**src/rtl/sum_accumulator.sv**
```systemverilog
// Packet accumulator for the 12-bit adder sum stream: sums beats up to in_last
// with a saturating add and presents total, beat count and clip flag as one result.
module sum_accumulator #(
    parameter int IN_W  = 12,
    parameter int ACC_W = 20,
    parameter int CNT_W = 8
) (
    input  logic             clk,
    input  logic             rst,
    input  logic             in_valid,
    output logic             in_ready,
    input  logic [IN_W-1:0]  in_data,
    input  logic             in_last,
    output logic             out_valid,
    input  logic             out_ready,
    output logic [ACC_W-1:0] out_data,
    output logic [CNT_W-1:0] out_count,
    output logic             out_sat,
    output logic             o_dbg_state
);

    // Handshake: a beat moves on a rising edge only when valid and ready are both
    // high; the producer holds its payload stable until then, and ready never
    // depends on valid.

    typedef enum logic {ST_ACC = 1'b0, ST_OUT = 1'b1} state_t;

    localparam int PAD = ACC_W + 1 - IN_W;
    localparam logic [ACC_W-1:0] ACC_MAX = '1;
    localparam logic [CNT_W-1:0] CNT_MAX = '1;

    state_t           r_state;
    state_t           w_state_next;
    logic [ACC_W-1:0] r_acc;
    logic [CNT_W-1:0] r_cnt;
    logic             r_sat;
    logic [ACC_W-1:0] r_out_data;
    logic [CNT_W-1:0] r_out_count;
    logic             r_out_sat;

    logic             w_in_xfer;
    logic             w_out_xfer;
    logic [ACC_W:0]   w_sum;
    logic             w_ovf;
    logic [ACC_W-1:0] w_acc_next;
    logic [CNT_W-1:0] w_cnt_next;
    logic             w_sat_next;

    assign w_in_xfer  = in_valid & in_ready;
    assign w_out_xfer = out_valid & out_ready;

    // The extra top bit of the sum is the overflow flag; clamp to all-ones on it.
    assign w_sum      = {1'b0, r_acc} + {{PAD{1'b0}}, in_data};
    assign w_ovf      = w_sum[ACC_W];
    assign w_acc_next = w_ovf ? ACC_MAX : w_sum[ACC_W-1:0];
    assign w_sat_next = r_sat | w_ovf;
    assign w_cnt_next = (r_cnt == CNT_MAX) ? r_cnt : r_cnt + CNT_W'(1);

    always_ff @(posedge clk) begin
        if (rst) begin
            r_state <= ST_ACC;
        end else begin
            r_state <= w_state_next;
        end
    end

    always_comb begin
        w_state_next = r_state;
        case (r_state)
            ST_ACC:  if (w_in_xfer && in_last) w_state_next = ST_OUT;
            ST_OUT:  if (w_out_xfer) w_state_next = ST_ACC;
            default: w_state_next = ST_ACC;
        endcase
    end

    always_comb begin
        in_ready    = 1'b0;
        out_valid   = 1'b0;
        o_dbg_state = r_state;
        case (r_state)
            ST_ACC:  in_ready = ~rst;
            ST_OUT:  out_valid = 1'b1;
            default: ;
        endcase
    end

    always_ff @(posedge clk) begin
        if (rst) begin
            r_acc       <= '0;
            r_cnt       <= '0;
            r_sat       <= 1'b0;
            r_out_data  <= '0;
            r_out_count <= '0;
            r_out_sat   <= 1'b0;
        end else if (w_in_xfer) begin
            if (in_last) begin
                // Result includes this beat; the running state restarts for the next packet.
                r_out_data  <= w_acc_next;
                r_out_count <= w_cnt_next;
                r_out_sat   <= w_sat_next;
                r_acc       <= '0;
                r_cnt       <= '0;
                r_sat       <= 1'b0;
            end else begin
                r_acc <= w_acc_next;
                r_cnt <= w_cnt_next;
                r_sat <= w_sat_next;
            end
        end
    end

    assign out_data  = r_out_data;
    assign out_count = r_out_count;
    assign out_sat   = r_out_sat;

endmodule

```
**config.mk**
```make
export PLATFORM = sky130hd
export DESIGN_NAME = sum_accumulator
export DESIGN_NICKNAME = d
export VERILOG_FILES = /design/src/rtl/sum_accumulator.sv
export SDC_FILE = /design/constraint.sdc
export NUM_CORES = 1
export LEC_CHECK = 0
export ABC_AREA = 1
export BUFFER_PORTS_ARGS = -buffer_cell sky130_fd_sc_hd__buf_2
export CORE_MARGIN = 3
export CORE_UTILIZATION = 30
export DETAILED_ROUTE_END_ITERATION = 16
export GPL_TIMING_DRIVEN = 0
export HOLD_SLACK_MARGIN = 0.1
export PLACE_DENSITY = 0.47
export SYNTH_ARGS = -nofsm -noshare
export SYNTH_HDL_FRONTEND = slang
export SYNTH_SLANG_ARGS = --single-unit
export TNS_END_PERCENT = 1
```
**constraint.sdc**
```tcl
create_clock -name clk -period 2.2 [get_ports clk]
set_input_delay 0.22 -clock clk [delete_from_list [all_inputs] [get_ports clk]]
set_output_delay 0.22 -clock clk [all_outputs]
set_load 0.05 [all_outputs]
```
# == Word level (Yosys, flattened, before mapping) ==
# Index checks and enable logic that the tools add are counted.
# word_totals
register_bits,59
out_inout_bits,32
input_bits,17
# classes
eq_ne,1
bitwise_logic,5
addsub,2
muxes,10
reduce_logical,2
# op_table
op,count
2-to-1 mux 20 bit,2
adder 20 x 12 -> 21 bit,1
2-to-1 mux 8 bit,2
"adder 8 x 1 -> 8 bit, second input constant",1
"equality test 8 bit, second input constant",1
2-to-1 mux 1 bit,5
AND 1 bit,2
NOT 1 bit,2
one-hot mux 1 bit (2 select lines),1
AND reduction 2 bit,1
logical AND 1 bit,1
OR 1 bit,1

# == Logic depth before layout (Yosys ltp) ==
# depth
depth_word,6
mapped_depth,14
ltp_nobuf,13

# == Worst setup path before layout ==
# Ideal clock, no wire load.
# synth_timing
path_kind,register to register
start,"reg r_state, in the netlist o_dbg_state"
end,"reg r_out_data[0], in the netlist out_data[0]"
period_less_slack_ps,2066
setup_ps,117
setup_slack_ps,134
required_time_ps,2083
stages_incl_launch_ff,9
arrival_ps,1949
path_cell_list,dfxtp_1 nor2_2 nand2_1 inv_2 nand2_1 inv_2 nor2_1 buf_2 a22o_1
# synth_via
elab_chain_cells,3
# synth_rtl
element,line_no,source
from (decl),32,state_t r_state;
from (signal assigned),63,r_state <= w_state_next;
2-to-1 mux 1 bit,80,case (r_state)
named net in_ready,11,"output logic in_ready,"
AND 1 bit,49,assign w_in_xfer = in_valid & in_ready;
AND reduction 2 bit (no line),-,
to (signal assigned),98,r_out_data <= w_acc_next;
to (decl),37,logic [ACC_W-1:0] r_out_data;
# The timed path passes the listed nets, and every way through them passes these cells.
# A chain may end at the register's enable or synchronous reset.

# == Final worst setup path ==
# layout_timing
start,reg r_acc[0]
end,"reg r_out_data[4], in the netlist out_data[4]"
# layout_via
elab_chain_cells,2
# layout_rtl
element,line_no,source
from (decl),34,logic [ACC_W-1:0] r_acc;
from (signal assigned),105,r_acc <= w_acc_next;
adder 20 x 12 -> 21 bit,53,"assign w_sum = {1'b0, r_acc} + {{PAD{1'b0}}, in_data};"
2-to-1 mux 20 bit,55,assign w_acc_next = w_ovf ? ACC_MAX : w_sum[ACC_W-1:0];
# No other way between the ends.

==> results.md <==
- Layout Cells excl Fill: 683
- NumNets Final: 573
- Sink of the worst hold path: o_dbg_state
- Status: complete, no violations
- GRT overflow: 0
- Number of synthesized register bits: 59
- CP Data Required Time: 2.42 ns
- CTS sink cnt: 59
- CP arrival: 2.28 ns
- Top Ports: 49
- Overall Power: 2.47 mW
- Chip height: 111 um
- Sequential fraction of the synthesis area: 0.358
- Pint: 1.75 mW
- Largest area contributor in the netlist: dfxtp_1
- # Post-CTS Setup Buffers: 0
- Reg-to-Reg End: out_data[4]
- H-tree lvl count: 3
- Global Route Usage Sum: 0.145
- Core Area: 0.0105 mm2
- Fmax: 0.485 GHz
- Hold Path Depth: 3
- Lkg Pwr: 2.01 nW
- Die width: 111 um
- Avg Vias per Cell: 4.53
- Net Switching: 0.724 mW
- ANT cells: 0
- Clock network fraction of total power: 0.415
- PD cells: 628 mW/mm2
- Max Transition Viols Final: 0
- IO buf count: 48
- Wire length of the first global-routing pass: 14700 um
- Setup violators final: 0
- Reg2reg start: r_acc[0]
- Fin crit period: 2.06 ns
- Post-Syn Area: 0.00330 mm2
- Max_slew headroom: 0.644
- GPL Wtd Cong: 0.844
- Clk_lat worst skew: 0.33 ns
- Worst Path Max Fanout: 10
- Fraction of layout cells with a size suffix above 1: 0.190
- Drt total wl: 8760 um
- Worst reg2reg setup slack: 0.14 ns
- Area growth from synthesis to layout: 19.2%
- Initial antenna violation count: 0
- Clk buf depth: 2
- DIE AREA: 0.0123 mm2
- CTS tree: built
- Fin Clk Skew: 0.00438 ns
- Synth top area share: 0.358
- Critical path type: reg -> reg
- Worst Setup End Kind: flop
- Initial DRC Count: 176
- Top cells by area, synth: dfxtp_1, nand2_1, inv_1, a21oi_1, ha_1
- Synthesized net count: 513
- Worst hold path startpoint: in_last
- Register-to-Register Path Depth: 12
- Largest net degree at the start of global routing: 12
- Fin. Hold Viols: 0
- Sw Ratio: 0.293
- Max-cap violations: 0
- WL/cell: 12.8 um
- Initial core utilization: 0.314
- Post-DP HPWL: 6780 um
- Syn Inst Count: 482
- Crit path launch type: flop
- Via count: 3096
- Reg power frac: 0.449
- Cts bufs inserted: 9
- Combinational power share: 0.136
- Yosys warns: 0
- Root buffer cell: clkbuf_8
- Peak supply drop: 0.320 mV
- RSZ-0062 raised after global routing: false
- Worst-Margin Slew: 0.533 ns
- Period utilisation layout: 0.936
- Rows: 37
- Hold crit path type: in -> reg
- Reg clk slew, reported paths: 0.07 ns
- Number of global-route vias before repair: 3088
- Unique masters post-synth: 32
- Drt first pass iters: 4
- Mapped Avg Cell Area: 6.85 um2
- DRC: 0
- Placed Cells: 666
- ANT nets after route: 0
[area by class of cell]
| cell class | instances | area (um2) |
|---|---|---|
| Buffer | 16 | 96.3 |
| Clock buffer | 10 | 138 |
| Clock inverter | 6 | 63.8 |
| Fill cell | 1131 | 6570 |
| Inverter | 60 | 225 |
| Multi-Input combinational cell | 347 | 1810 |
| Sequential cell | 59 | 1180 |
| Tap cell | 136 | 170 |
| Timing Repair Buffer | 49 | 250 |
[critical path, cell delays in order (launching register included)]
cell and delay (ns):
dfxtp_1 0.32, ha_1 0.21, fa_2 0.38, nand3_2 0.11, nand2_2 0.08, nand2_2 0.06
nand2_2 0.09, nand3_2 0.10, nand2_2 0.06, nand2_2 0.08, buf_6 0.16, nand2_1 0.11
a22o_1 0.19
[synthesized netlist by cell type (all sizes together)]
master / count
mux2i: 1
nand3b: 1
a21oi: 38
dfxtp: 59
xor2: 5
o211ai: 1
and2: 2
o31ai: 2
and3: 1
o21ai: 7
clkbuf: 5
buf: 11
xnor2: 4
a22o: 15
fa: 1
ha: 13
nand3: 30
inv: 60
nand2: 193
nand4: 5
nor2: 23
nor3: 5
[worst max-delay path by stage]
stage	endpoint	slack, ns	startpoint	depth (start not counted)
2_1_floorplan	out_data[0]	0.13	o_dbg_state	8
5_1_grt	out_data[4]	0.04	r_acc[0]	12
6_report	out_data[4]	0.14	r_acc[0]	12
4_1_cts	r_acc[10]	0.03	r_acc[0]	13
3_3_place_gp	out_data[5]	0.02	in_data[0]	13
3_5_place_dp	out_data[5]	-0.003	in_data[0]	13
[power by group through the flow]
stage          clock network (mW)  logic, mW  registers [mW]
2_1_floorplan                   0      0.183            1.19
3_3_place_gp                    0      0.335            1.13
3_5_place_dp                    0      0.337            1.14
4_1_cts                      1.06      0.339            1.11
5_1_grt                      1.11      0.374            1.11
6_report                     1.02      0.336            1.11
[through the flow]
stage	hold slack, ns	util	setup slack, ns	TNS, ns	instance area (um2)
2_1_floorplan	0.312	-	0.134	0	3300
3_3_place_gp	0.410	0.353	0.0153	0	3710
3_5_place_dp	0.408	0.353	-0.00317	-0.00414	3710
4_1_cts	0.222	0.373	0.0283	0	3920
5_1_grt	0.251	0.374	0.0401	0	3940
6_report	0.227	0.374	0.140	0	3940
[cell families (layout without fill, tap and decap cells)]
| family | after synthesis | count (layout) | share of synthesized area |
|---|---|---|---|
| AO/OA/AOI/OAI | 63 | 63 | 0.122 |
| flip-flops | 59 | 59 | 0.358 |
| multiplexers | 1 | 1 | 0.00303 |
| buffers and inverters | 76 | 141 | 0.0962 |
| adder cells (fa/ha/maj) | 14 | 14 | 0.0553 |
| XOR/XNOR | 9 | 9 | 0.0239 |
| AND/OR/NAND/NOR | 260 | 260 | 0.342 |
[registers in the layout (all words and copies together) (netlist names)]
name         cells
out_sat          1
r_sat            1
r_cnt            8
out_count        8
r_acc           20
o_dbg_state      1
out_data        20
[placed cells by master, fill, tap and decap left out]
| cell type | count |
|---|---|
| a21oi_1 | 33 |
| a21oi_2 | 5 |
| a22o_1 | 15 |
| and2_1 | 2 |
| and3_1 | 1 |
| buf_1 | 1 |
| buf_2 | 53 |
| buf_4 | 3 |
| buf_6 | 1 |
| buf_8 | 1 |
| bufinv_16 | 1 |
| clkbuf_1 | 5 |
| clkbuf_8 | 10 |
| clkinv_2 | 2 |
| clkinvlp_4 | 2 |
| dfxtp_1 | 59 |
| dlygate4sd3_1 | 1 |
| fa_2 | 1 |
| ha_1 | 13 |
| inv_1 | 58 |
| inv_2 | 2 |
| inv_6 | 1 |
| mux2i_1 | 1 |
| nand2_1 | 187 |
| nand2_2 | 6 |
| nand3_1 | 18 |
| nand3_2 | 12 |
| nand3b_1 | 1 |
| nand4_1 | 5 |
| nor2_1 | 21 |
| nor2_2 | 2 |
| nor3_1 | 4 |
| nor3_4 | 1 |
| o211ai_1 | 1 |
| o21ai_0 | 6 |
| o21ai_2 | 1 |
| o31ai_1 | 2 |
| xnor2_1 | 4 |
| xor2_1 | 5 |
[routing by layer]
layer | GRT usage | share of wire | up-vias
met5 | 0 | 0 | -
met4 | 0.0419 | 0.0078 | 0
met3 | 0.0289 | 0.033 | 5
met2 | 0.233 | 0.44 | 52
met1 | 0.196 | 0.52 | 1392
li1 | - | - | 1647
[repair_timing]
action / 4_1_cts / 5_1_grt
hold buffers: 1 / 0
gates resized for setup: 0 / 3
hold endpoints to repair: 1 / 0
setup endpoints to repair: 0 / 37
No activity file was read; power rests on OpenSTA's default activity.
